[src/rtl/stopwatch_ctrl_if.sv]
// Button/switch inputs and registered pulse/state outputs of stopwatch_ctrl.
// The slave modport is the controller side; the master modport is the board/bench side.
interface stopwatch_ctrl_if;
    logic       btn_pause;
    logic       btn_clr;
    logic       sw_adj;
    logic       sw_sel;
    logic       inc_sec;
    logic       inc_min;
    logic       clr;
    logic [1:0] state;
    logic       blink;

    modport master (
        output btn_pause, btn_clr, sw_adj, sw_sel,
        input  inc_sec, inc_min, clr, state, blink
    );

    modport slave (
        input  btn_pause, btn_clr, sw_adj, sw_sel,
        output inc_sec, inc_min, clr, state, blink
    );
endinterface

[src/rtl/stopwatch_ctrl.sv]
// Stopwatch control: synchronizes and debounces the buttons/switches, divides clk down to 1 Hz / 2 Hz
// ticks and drives the RUN/PAUSE/ADJ mode FSM. Define STOPWATCH_CTRL_BLINK_EN for the 2 Hz ADJ blink output.
module stopwatch_ctrl #(
    parameter int CLK_HZ     = 100000000,
    parameter int DEB_CYCLES = 1000000
) (
    input  logic            clk,
    input  logic            rst,
    stopwatch_ctrl_if.slave io
);
    localparam int DIV_W = $clog2(CLK_HZ);
    localparam int DEB_W = $clog2(DEB_CYCLES);

    localparam logic [DIV_W-1:0] DIV_LAST = DIV_W'(CLK_HZ - 1);
    localparam logic [DIV_W-1:0] DIV_HALF = DIV_W'(CLK_HZ / 2 - 1);
    localparam logic [DEB_W-1:0] DEB_LAST = DEB_W'(DEB_CYCLES - 1);

    localparam int IN_PAUSE = 0;
    localparam int IN_CLR   = 1;
    localparam int IN_ADJ   = 2;
    localparam int IN_SEL   = 3;

    typedef enum logic [1:0] {
        ST_RUN   = 2'b00,
        ST_PAUSE = 2'b01,
        ST_ADJ   = 2'b10
    } state_e;

    logic [3:0]            sync1_q, sync1_d;
    logic [3:0]            sync2_q, sync2_d;
    logic [3:0]            deb_q, deb_d;
    logic [3:0][DEB_W-1:0] cnt_q, cnt_d;
    logic                  press_pause_q, press_pause_d;
    logic                  press_clr_q, press_clr_d;
    logic [DIV_W-1:0]      div_q, div_d;
    state_e                state_q, state_d;
    logic                  inc_sec_q, inc_sec_d;
    logic                  inc_min_q, inc_min_d;
    logic                  clr_q, clr_d;
    logic                  tick1, tick2;

    // Input conditioning: the counter only runs while the synchronized level differs
    // from the accepted level, so any bounce back restarts it.
    // NOTE: every signal written in an always_comb gets a default first so no latch is inferred.
    always_comb begin
        sync1_d = {io.sw_sel, io.sw_adj, io.btn_clr, io.btn_pause};
        sync2_d = sync1_q;
        deb_d   = deb_q;
        cnt_d   = cnt_q;
        for (int i = 0; i < 4; i++) begin
            if (sync2_q[i] == deb_q[i]) begin
                cnt_d[i] = '0;
            end else if (cnt_q[i] == DEB_LAST) begin
                deb_d[i] = sync2_q[i];
                cnt_d[i] = '0;
            end else begin
                cnt_d[i] = cnt_q[i] + DEB_W'(1);
            end
        end
        press_pause_d = deb_d[IN_PAUSE] & ~deb_q[IN_PAUSE];
        press_clr_d   = deb_d[IN_CLR] & ~deb_q[IN_CLR];
    end

    always_comb begin
        tick1 = (div_q == DIV_LAST);
        tick2 = tick1 || (div_q == DIV_HALF);
        if (press_clr_q || tick1) begin
            div_d = '0;
        end else begin
            div_d = div_q + DIV_W'(1);
        end
    end

    // Adjust mode wins over a pause press accepted in the same cycle.
    always_comb begin
        state_d = state_q;
        case (state_q)
            ST_RUN, ST_PAUSE: begin
                if (deb_q[IN_ADJ]) begin
                    state_d = ST_ADJ;
                end else if (press_pause_q) begin
                    state_d = (state_q == ST_RUN) ? ST_PAUSE : ST_RUN;
                end
            end
            ST_ADJ: begin
                if (!deb_q[IN_ADJ]) state_d = ST_RUN;
            end
            default: state_d = ST_RUN;
        endcase
    end

    always_comb begin
        inc_sec_d = 1'b0;
        inc_min_d = 1'b0;
        clr_d     = press_clr_q;
        if (!press_clr_q) begin
            case (state_q)
                ST_RUN: inc_sec_d = tick1;
                ST_ADJ: begin
                    if (tick2) begin
                        if (deb_q[IN_SEL]) inc_sec_d = 1'b1;
                        else               inc_min_d = 1'b1;
                    end
                end
                default: ;
            endcase
        end
    end

    // NOTE: sequential state is assigned with <= so every flop samples pre-edge values.
    always_ff @(posedge clk) begin
        if (rst) begin
            sync1_q       <= '0;
            sync2_q       <= '0;
            deb_q         <= '0;
            cnt_q         <= '0;
            press_pause_q <= 1'b0;
            press_clr_q   <= 1'b0;
            div_q         <= '0;
            state_q       <= ST_RUN;
            inc_sec_q     <= 1'b0;
            inc_min_q     <= 1'b0;
            clr_q         <= 1'b0;
        end else begin
            sync1_q       <= sync1_d;
            sync2_q       <= sync2_d;
            deb_q         <= deb_d;
            cnt_q         <= cnt_d;
            press_pause_q <= press_pause_d;
            press_clr_q   <= press_clr_d;
            div_q         <= div_d;
            state_q       <= state_d;
            inc_sec_q     <= inc_sec_d;
            inc_min_q     <= inc_min_d;
            clr_q         <= clr_d;
        end
    end

    assign io.inc_sec = inc_sec_q;
    assign io.inc_min = inc_min_q;
    assign io.clr     = clr_q;
    assign io.state   = state_q;

`ifdef STOPWATCH_CTRL_BLINK_EN
    localparam int QTR = CLK_HZ / 4;
    localparam logic [DIV_W-1:0] DIV_Q1 = DIV_W'(QTR - 1);
    localparam logic [DIV_W-1:0] DIV_Q3 = DIV_W'(3 * QTR - 1);

    logic blink_q, blink_d;
    logic qtick;

    // Toggle on each quarter of the divider period; leaving ADJ clears it immediately.
    always_comb begin
        qtick   = (div_q == DIV_Q1) || (div_q == DIV_HALF) || (div_q == DIV_Q3) || tick1;
        blink_d = blink_q;
        if (state_d != ST_ADJ) begin
            blink_d = 1'b0;
        end else if (state_q == ST_ADJ && qtick) begin
            blink_d = ~blink_q;
        end
    end

    always_ff @(posedge clk) begin
        if (rst) blink_q <= 1'b0;
        else     blink_q <= blink_d;
    end

    assign io.blink = blink_q;
`else
    assign io.blink = 1'b0;
`endif
endmodule

[src/flat_wrapper.sv]
// flat-port wrapper written by rule: the top's interface ports become plain ports
module stopwatch_ctrl_flat 
#(
    parameter int CLK_HZ     = 100000000,
    parameter int DEB_CYCLES = 1000000
)
  (clk, rst, io_btn_pause, io_btn_clr, io_sw_adj, io_sw_sel, io_inc_sec, io_inc_min, io_clr, io_state, io_blink);
  stopwatch_ctrl_if io_i ();
  input  logic clk;
  input  logic rst;
  input wire logic [$bits(io_i.btn_pause)-1:0] io_btn_pause;
  input wire logic [$bits(io_i.btn_clr)-1:0] io_btn_clr;
  input wire logic [$bits(io_i.sw_adj)-1:0] io_sw_adj;
  input wire logic [$bits(io_i.sw_sel)-1:0] io_sw_sel;
  output wire logic [$bits(io_i.inc_sec)-1:0] io_inc_sec;
  output wire logic [$bits(io_i.inc_min)-1:0] io_inc_min;
  output wire logic [$bits(io_i.clr)-1:0] io_clr;
  output wire logic [$bits(io_i.state)-1:0] io_state;
  output wire logic [$bits(io_i.blink)-1:0] io_blink;
  assign io_i.btn_pause = io_btn_pause;
  assign io_i.btn_clr = io_btn_clr;
  assign io_i.sw_adj = io_sw_adj;
  assign io_i.sw_sel = io_sw_sel;
  assign io_inc_sec = io_i.inc_sec;
  assign io_inc_min = io_i.inc_min;
  assign io_clr = io_i.clr;
  assign io_state = io_i.state;
  assign io_blink = io_i.blink;
  stopwatch_ctrl #(.CLK_HZ(CLK_HZ), .DEB_CYCLES(DEB_CYCLES)) u_core (.clk(clk), .rst(rst), .io(io_i));
endmodule
[config.mk]
export PLATFORM = sky130hd
export DESIGN_NAME = stopwatch_ctrl_flat
export DESIGN_NICKNAME = d
export VERILOG_FILES = /design/src/rtl/stopwatch_ctrl_if.sv /design/src/rtl/stopwatch_ctrl.sv /design/src/flat_wrapper.sv
export SDC_FILE = /design/constraint.sdc
export NUM_CORES = 1
export LEC_CHECK = 0
export BUFFER_PORTS_ARGS = -buffer_cell sky130_fd_sc_hd__buf_2
export CAP_MARGIN = 10
export CORE_MARGIN = 1
export CORE_UTILIZATION = 55
export DETAILED_ROUTE_END_ITERATION = 16
export PLACE_DENSITY = 0.81
export SLEW_MARGIN = 40
export SYNTH_ARGS = -nofsm -noshare
export SYNTH_HDL_FRONTEND = slang
export SYNTH_SLANG_ARGS = --single-unit
[constraint.sdc]
create_clock -name clk -period 4.6 [get_ports clk]
set_input_delay 0.23 -clock clk [delete_from_list [all_inputs] [get_ports clk]]
set_output_delay 0.23 -clock clk [all_outputs]
set_load 0.005 [all_outputs]
Yosys cells after proc, flatten, opt, wreduce, memory -nomap -nowiden
Cells that the tools add are included.
- equality and inequality tests: 14
- bitwise logic cells: 8
- add/subtract/negate cells: 5
- reduce and logical (&&, ||, !) cells: 14
- multiplexer cells: 13
- operators by type and width (operator ; count):
    20-bit by 1-bit adder with 20-bit output (second input constant) ; 4
    20-bit == test (second input constant) ; 4
    27-bit by 1-bit adder with 27-bit output (second input constant) ; 1
    27-bit by 26-bit == test with 1-bit output (second input constant) ; 1
    27-bit == test (second input constant) ; 1
    3-bit OR reduction ; 4
    1-bit 2-to-1 mux ; 8
    2-bit 2-to-1 mux ; 3
    1-bit NOT ; 6
    2-bit AND reduction ; 3
    2-bit OR reduction ; 3
    1-bit == test ; 4
    2-bit case mux with 2 select lines ; 1
    4-bit OR reduction ; 1
    3-bit by 1-bit != test with 1-bit output (second input constant) ; 1
    1-bit bitwise AND ; 2
    2-bit by 1-bit == test with 1-bit output (second input constant) ; 1
    2-bit == test (second input constant) ; 1
    2-bit zero test ; 1
    1-bit logical OR ; 2
    2-bit != test (second input constant) ; 1
    1-bit case mux with 2 select lines ; 1
- logic and storage cells: 70
- output and inout bits: 6
- register bits: 126

Longest topological paths before layout
- depth after elaboration: 5
- mapped depth: 6

Worst setup path after synthesis
OpenSTA, ideal clock, no wires.
- path kind: flip-flop to flip-flop
- start: reg u_core.cnt_q[53] (netlist name)
- end: reg u_core.cnt_q[51] (netlist name)
- setup slack: 2.610 ns
- data required time: 4.484 ns
- arrival time: 1.875 ns
- buffers on the path: 1
- period minus slack after synthesis: 1.990 ns
- stages on the path, launching flop included: 6
- cell sequence: dfxtp_1 -> or4b_2 -> or4_1 -> o21ai_4 -> buf_6 -> nor2_1
- cells in the longest elaborated chain, start to end: 2
- ends and longest elaborated chain (item ; line ; RTL):
    start, declared ; stopwatch_ctrl.sv:32 ; logic [3:0][DEB_W-1:0] cnt_q, cnt_d;
    start signal, assigned ; stopwatch_ctrl.sv:128 ; cnt_q <= cnt_d;
    20-bit == test ; stopwatch_ctrl.sv:53 ; end else if (cnt_q[i] == DEB_LAST) begin
    3-bit OR reduction (no line) ; n/a ;
No other way between the ends.
A chain may end at the register's enable or synchronous reset.

Final worst setup path
- start: reg u_core.div_q[0]
- end: reg u_core.inc_min_q, in the netlist u_core.io.inc_min
- cells in the longest elaborated chain, start to end: 4
- elaborated cells on any way between the ends: 5
- those cells by class: 2 x eq/ne; 1 x bitwise; 2 x reduce/logical
- ends and longest elaborated chain (item ; line ; RTL):
    start, declared ; stopwatch_ctrl.sv:35 ; logic [DIV_W-1:0] div_q, div_d;
    start signal, assigned ; stopwatch_ctrl.sv:131 ; div_q <= div_d;
    27-bit == test / 27-bit by 26-bit == test with 1-bit output (equally long branches) ; stopwatch_ctrl.sv:65, stopwatch_ctrl.sv:66 ;
    1-bit logical OR (*) ; stopwatch_ctrl.sv:66 ; tick2 = tick1 || (div_q == DIV_HALF);
    1-bit NOT (no line) (*) ; n/a ;
    4-bit OR reduction (no line) (*) ; n/a ;
    end signal, assigned ; stopwatch_ctrl.sv:134 ; inc_min_q <= inc_min_d;
    end, declared ; stopwatch_ctrl.sv:38 ; logic inc_min_q, inc_min_d;
Mark *: on every way between the ends. The rest lies on a longest branch, timed or not.

==> parameters.txt <==
Parameter                              Value

Critical path
  Gate family responsible for the most delay along the worst path ... simple AND/OR/NAND/NOR gates
  Highest cell delay on the worst timing path ... about 0.7 ns
  Crit-path cells ... ha_1 -> nand3_1 -> or2_2 -> nor3_4 -> o211a_1
  Kind of end point of the critical path ... register
  Reg2reg start ... u_core.div_q[0]
  R2R setup slack ... 2.12 ns
  Crit path arrival time ... 2.94 ns
  Kind of start point of the critical path ... register
  Max FO, Critical Path ... 17
  First element of the critical path ... u_core.div_q[0]
  Worst Path Required ... 5.06 ns
  Number of buffers and inverters on the critical path ... 0
  CP max-delay cell ... sky130_fd_sc_hd__nor3_4
  Kind of critical path ... register to register

Clock tree
  Clock sink total ... roughly 130
  Root buffer selected by CTS ... sky130_fd_sc_hd__clkbuf_8
  Clock latency on the worst-skew pair ... 0.52 ns
  Clock-pin slew on the worst setup and hold paths ... ~0.06 ns
  Cts bufs inserted ... 17
  H-tree lvl count ... 4
  Max clock buf depth ... 2
  Post-CTS Repair Setup Buffers ... 0
  Clock tree from TritonCTS ... yes

Logic synthesis
  Syn Std Cell Area ... about 5700 um2
  Number of distinct library cells after synthesis ... 52
  EDFF count, synth ... 0
  Average cell area after synthesis ... ~9 um2
  Dominant synthesized flop cell ... sky130_fd_sc_hd__dfxtp_1
  Sequential fraction of the synthesis area ... 0.4407
  Flip-flop and latch count after synthesis ... around 130
  Net count of the mapped netlist ... ~670
  Share of flip-flops with an asynchronous set or reset after synthesis ... 0
  Yosys warning count ... 0
  Gate count of the mapped netlist ... 654

Detailed routing
  Initial drt markers ... just over 200
  Post-detailed-routing wire length ... between 10000 and 15000 um
  Post-DR wirelength/cell ... ~15 um
  Count of unresolved DRC violations after routing ... 0
  Number of nets with antenna violations after detailed routing ... 0
  Pre-antenna DRT Iters ... 6
  Via/cell ratio ... about 6.0
  Vias ... roughly 4900

Power and ir drop
  Leakage power of the design ... 0.001976 uW
  Fraction of power spent switching nets ... 0.2012
  Max VDD drop ... 0.2788 mV
  P per Cell Area ... 397.9 nW/um2
  Share of total power in combinational logic ... 0.017
  Switching component of the power ... slightly above 500 uW
  Internal power contribution ... 2063 uW
  Clock power share ... 0.548
  Sequential power share ... 0.434

Global route
  Initial antenna violation count ... 0
  Global Route Usage Sum ... 0.2358
  Pin count of the biggest net entering global routing ... 31
  Number of global-route vias before repair ... ~4700
  Global-route layer with the greatest usage ... met2
  Global-route track usage on met2 ... 0.4176
  Met3 global-route usage ... 0.05890
  Overall overflow remaining after global route ... 0
  Global-route wire length before repair ... 20950 um
  Met1 Usage GRT ... 0.2632

Place
  Final weighted congestion in routability-driven placement ... approximately 0.80
  Instance area after placement ... around 5800 um2
  Post-detail-place hpwl ... around 8000 um
  I/O Buffers ... 10

Layout
  Fillers ... between 700 and 800
  Final design instance area without fill ... around 6500 um2
  Layout Nets ... 675
  Commonest cells after routing, fill and taps aside ... sky130_fd_sc_hd__dfxtp_1 (126), sky130_fd_sc_hd__nor2_1 (72), sky130_fd_sc_hd__nand3_1 (43)
  Count of inserted antenna diode cells ... 0
  Share of post-route cells with drive strength above 1 ... 0.09453
  Layout area overhead ... 13.38%
  Most common cell after layout, fill and taps aside ... sky130_fd_sc_hd__dfxtp_1

Die
  Overall die height ... roughly 100 um
  Placeable Area ... between 9000 and 10000 um2
  I/O pin total ... 12
  Die area ... 10820 um2
  Row cnt ... 36
  Initial cell density of the core ... 0.5777
  Die outline width ... roughly 100 um

Timing
  Setup repair after global routing missed its margin ... no
  Final clock skew ... approximately 0.0049 ns
  Slew HR ... 0.4806
  Total negative slack for setup checks ... 0 ns
  Final slew viol count ... 0
  Actual transition at the worst max-transition pin ... a little under 0.8 ns
  Final min period ... between 2 and 2.5 ns
  Final hold violation count ... 0
  Tcrit/Tclk final ... 0.5395
  Maximum achievable frequency ... about 400 MHz
  # setup viols final ... 0

Min path
  Worst min-delay path startpoint ... rst
  Worst min-delay path class ... input pin to register

Outcome
  Result of the run ... finished, final reports clean

Run
  MaxCap Viol Count ... 0
final cells by class:
cell class              instances  area, um2  area share
multi-input cells             482       2988      0.4604
flip-flops and latches        126       2522      0.3887
clock buffers                  23      476.7     0.07345
well taps                     133      166.4     0.02564
clock inverters                 9      156.4     0.02410
repair buffers                 15      97.59     0.01504
inverters                      22      82.58     0.01272
power groups by stage:
| stage | clock, uW | combinational [uW] | sequential, uW |
|---|---|---|---|
| floorplan | 0 | 35.3 | 1140 |
| global placement | 0 | 40.0 | 1140 |
| detailed placement | 0 | 41.8 | 1140 |
| CTS | 1430 | 45.3 | 1120 |
| global route | 1480 | 51.0 | 1120 |
| finish | 1420 | 45.2 | 1120 |
timing repair:
item	CTS	global route
hold buffers	4	0
hold endpoints to repair	4	0
resized for setup	0	0
path summary, 6_finish.rpt:
check / endpoint / cells after the start
worst max-delay path: u_core.io.inc_min / 5
worst min-delay path: u_core.sync2_q[0] / 2
worst max register to register: u_core.io.inc_min / 5
worst min register to register: u_core.sync2_q[0] / 1
kinds of logic after synthesis:
logic type                 count (synthesis)  synth area share
muxes                                      1          0.001749
xor gates and xnor gates                  60           0.09180
DFF                                      126            0.4407
other                                      1         0.0006551
and+or+nand+nor                          315            0.3067
AOI/OAI and AO/OA                        100            0.1084
buffers and inverters                     46           0.03912
adders and majority gates                  5           0.01093
cells in the mapped netlist (3+ instances only):
master | instances | area (um2)
sky130_fd_sc_hd__o211ai_1 | 3 | 22.52
sky130_fd_sc_hd__nand2_1 | 31 | 116.4
sky130_fd_sc_hd__clkbuf_1 | 12 | 45.04
sky130_fd_sc_hd__o21ai_0 | 29 | 145.1
sky130_fd_sc_hd__nor3_1 | 23 | 115.1
sky130_fd_sc_hd__or2_2 | 6 | 37.54
sky130_fd_sc_hd__nor2b_1 | 11 | 68.82
sky130_fd_sc_hd__nor4_1 | 13 | 81.33
sky130_fd_sc_hd__and4_1 | 9 | 78.83
sky130_fd_sc_hd__buf_6 | 5 | 56.30
sky130_fd_sc_hd__or4_1 | 24 | 180.2
sky130_fd_sc_hd__nand4_1 | 29 | 181.4
sky130_fd_sc_hd__dfxtp_1 | 126 | 2522
sky130_fd_sc_hd__o31ai_1 | 15 | 112.6
sky130_fd_sc_hd__a211oi_1 | 8 | 60.06
sky130_fd_sc_hd__inv_1 | 22 | 82.58
sky130_fd_sc_hd__buf_2 | 5 | 25.02
sky130_fd_sc_hd__or3_1 | 24 | 150.1
sky130_fd_sc_hd__ha_1 | 5 | 62.56
sky130_fd_sc_hd__xnor2_1 | 33 | 289.0
sky130_fd_sc_hd__nand3_1 | 43 | 215.2
sky130_fd_sc_hd__a31oi_1 | 4 | 25.02
sky130_fd_sc_hd__nor4b_1 | 3 | 26.28
sky130_fd_sc_hd__nor2_1 | 72 | 270.3
sky130_fd_sc_hd__and3_1 | 8 | 50.05
sky130_fd_sc_hd__xor2_1 | 27 | 236.5
sky130_fd_sc_hd__a21oi_1 | 32 | 160.2
per-stage QoR:
stage / total power (uW) / std cells / hold WS, ns / util / worst slack, ns
after floorplan: 1175 / 654 / 0.3582 / - / 2.610
after detailed placement: 1186 / 774 / 0.4220 / 0.5870 / 2.187
after global placement: 1183 / 774 / 0.4159 / 0.5860 / 1.962
after global routing: 2651 / 810 / 0.1559 / 0.6549 / 2.022
final: 2582 / 810 / 0.1499 / 0.6549 / 2.118
after CTS: 2595 / 810 / 0.1197 / 0.6549 / 2.161
sequential cells by signal, summed over array words and instances, names as in the netlist:
signal,flops
u_core.cnt_q,80
u_core.io.state,2
u_core.sync2_q,4
u_core.deb_q,4
u_core.clr_d,1
u_core.div_q,27
u_core.io.inc_sec,1
u_core.io.clr,1
u_core.io.inc_min,1
u_core.sync1_q,4
u_core.press_pause_q,1
per-layer routing:
layer  vias to the layer above  wire [um]
met3                        24        466
li1                       2400          -
met1                      2320       5260
met5                         -          0
met2                       142       6246
met4                         0        207
No activity file was read; power rests on OpenSTA's default activity.
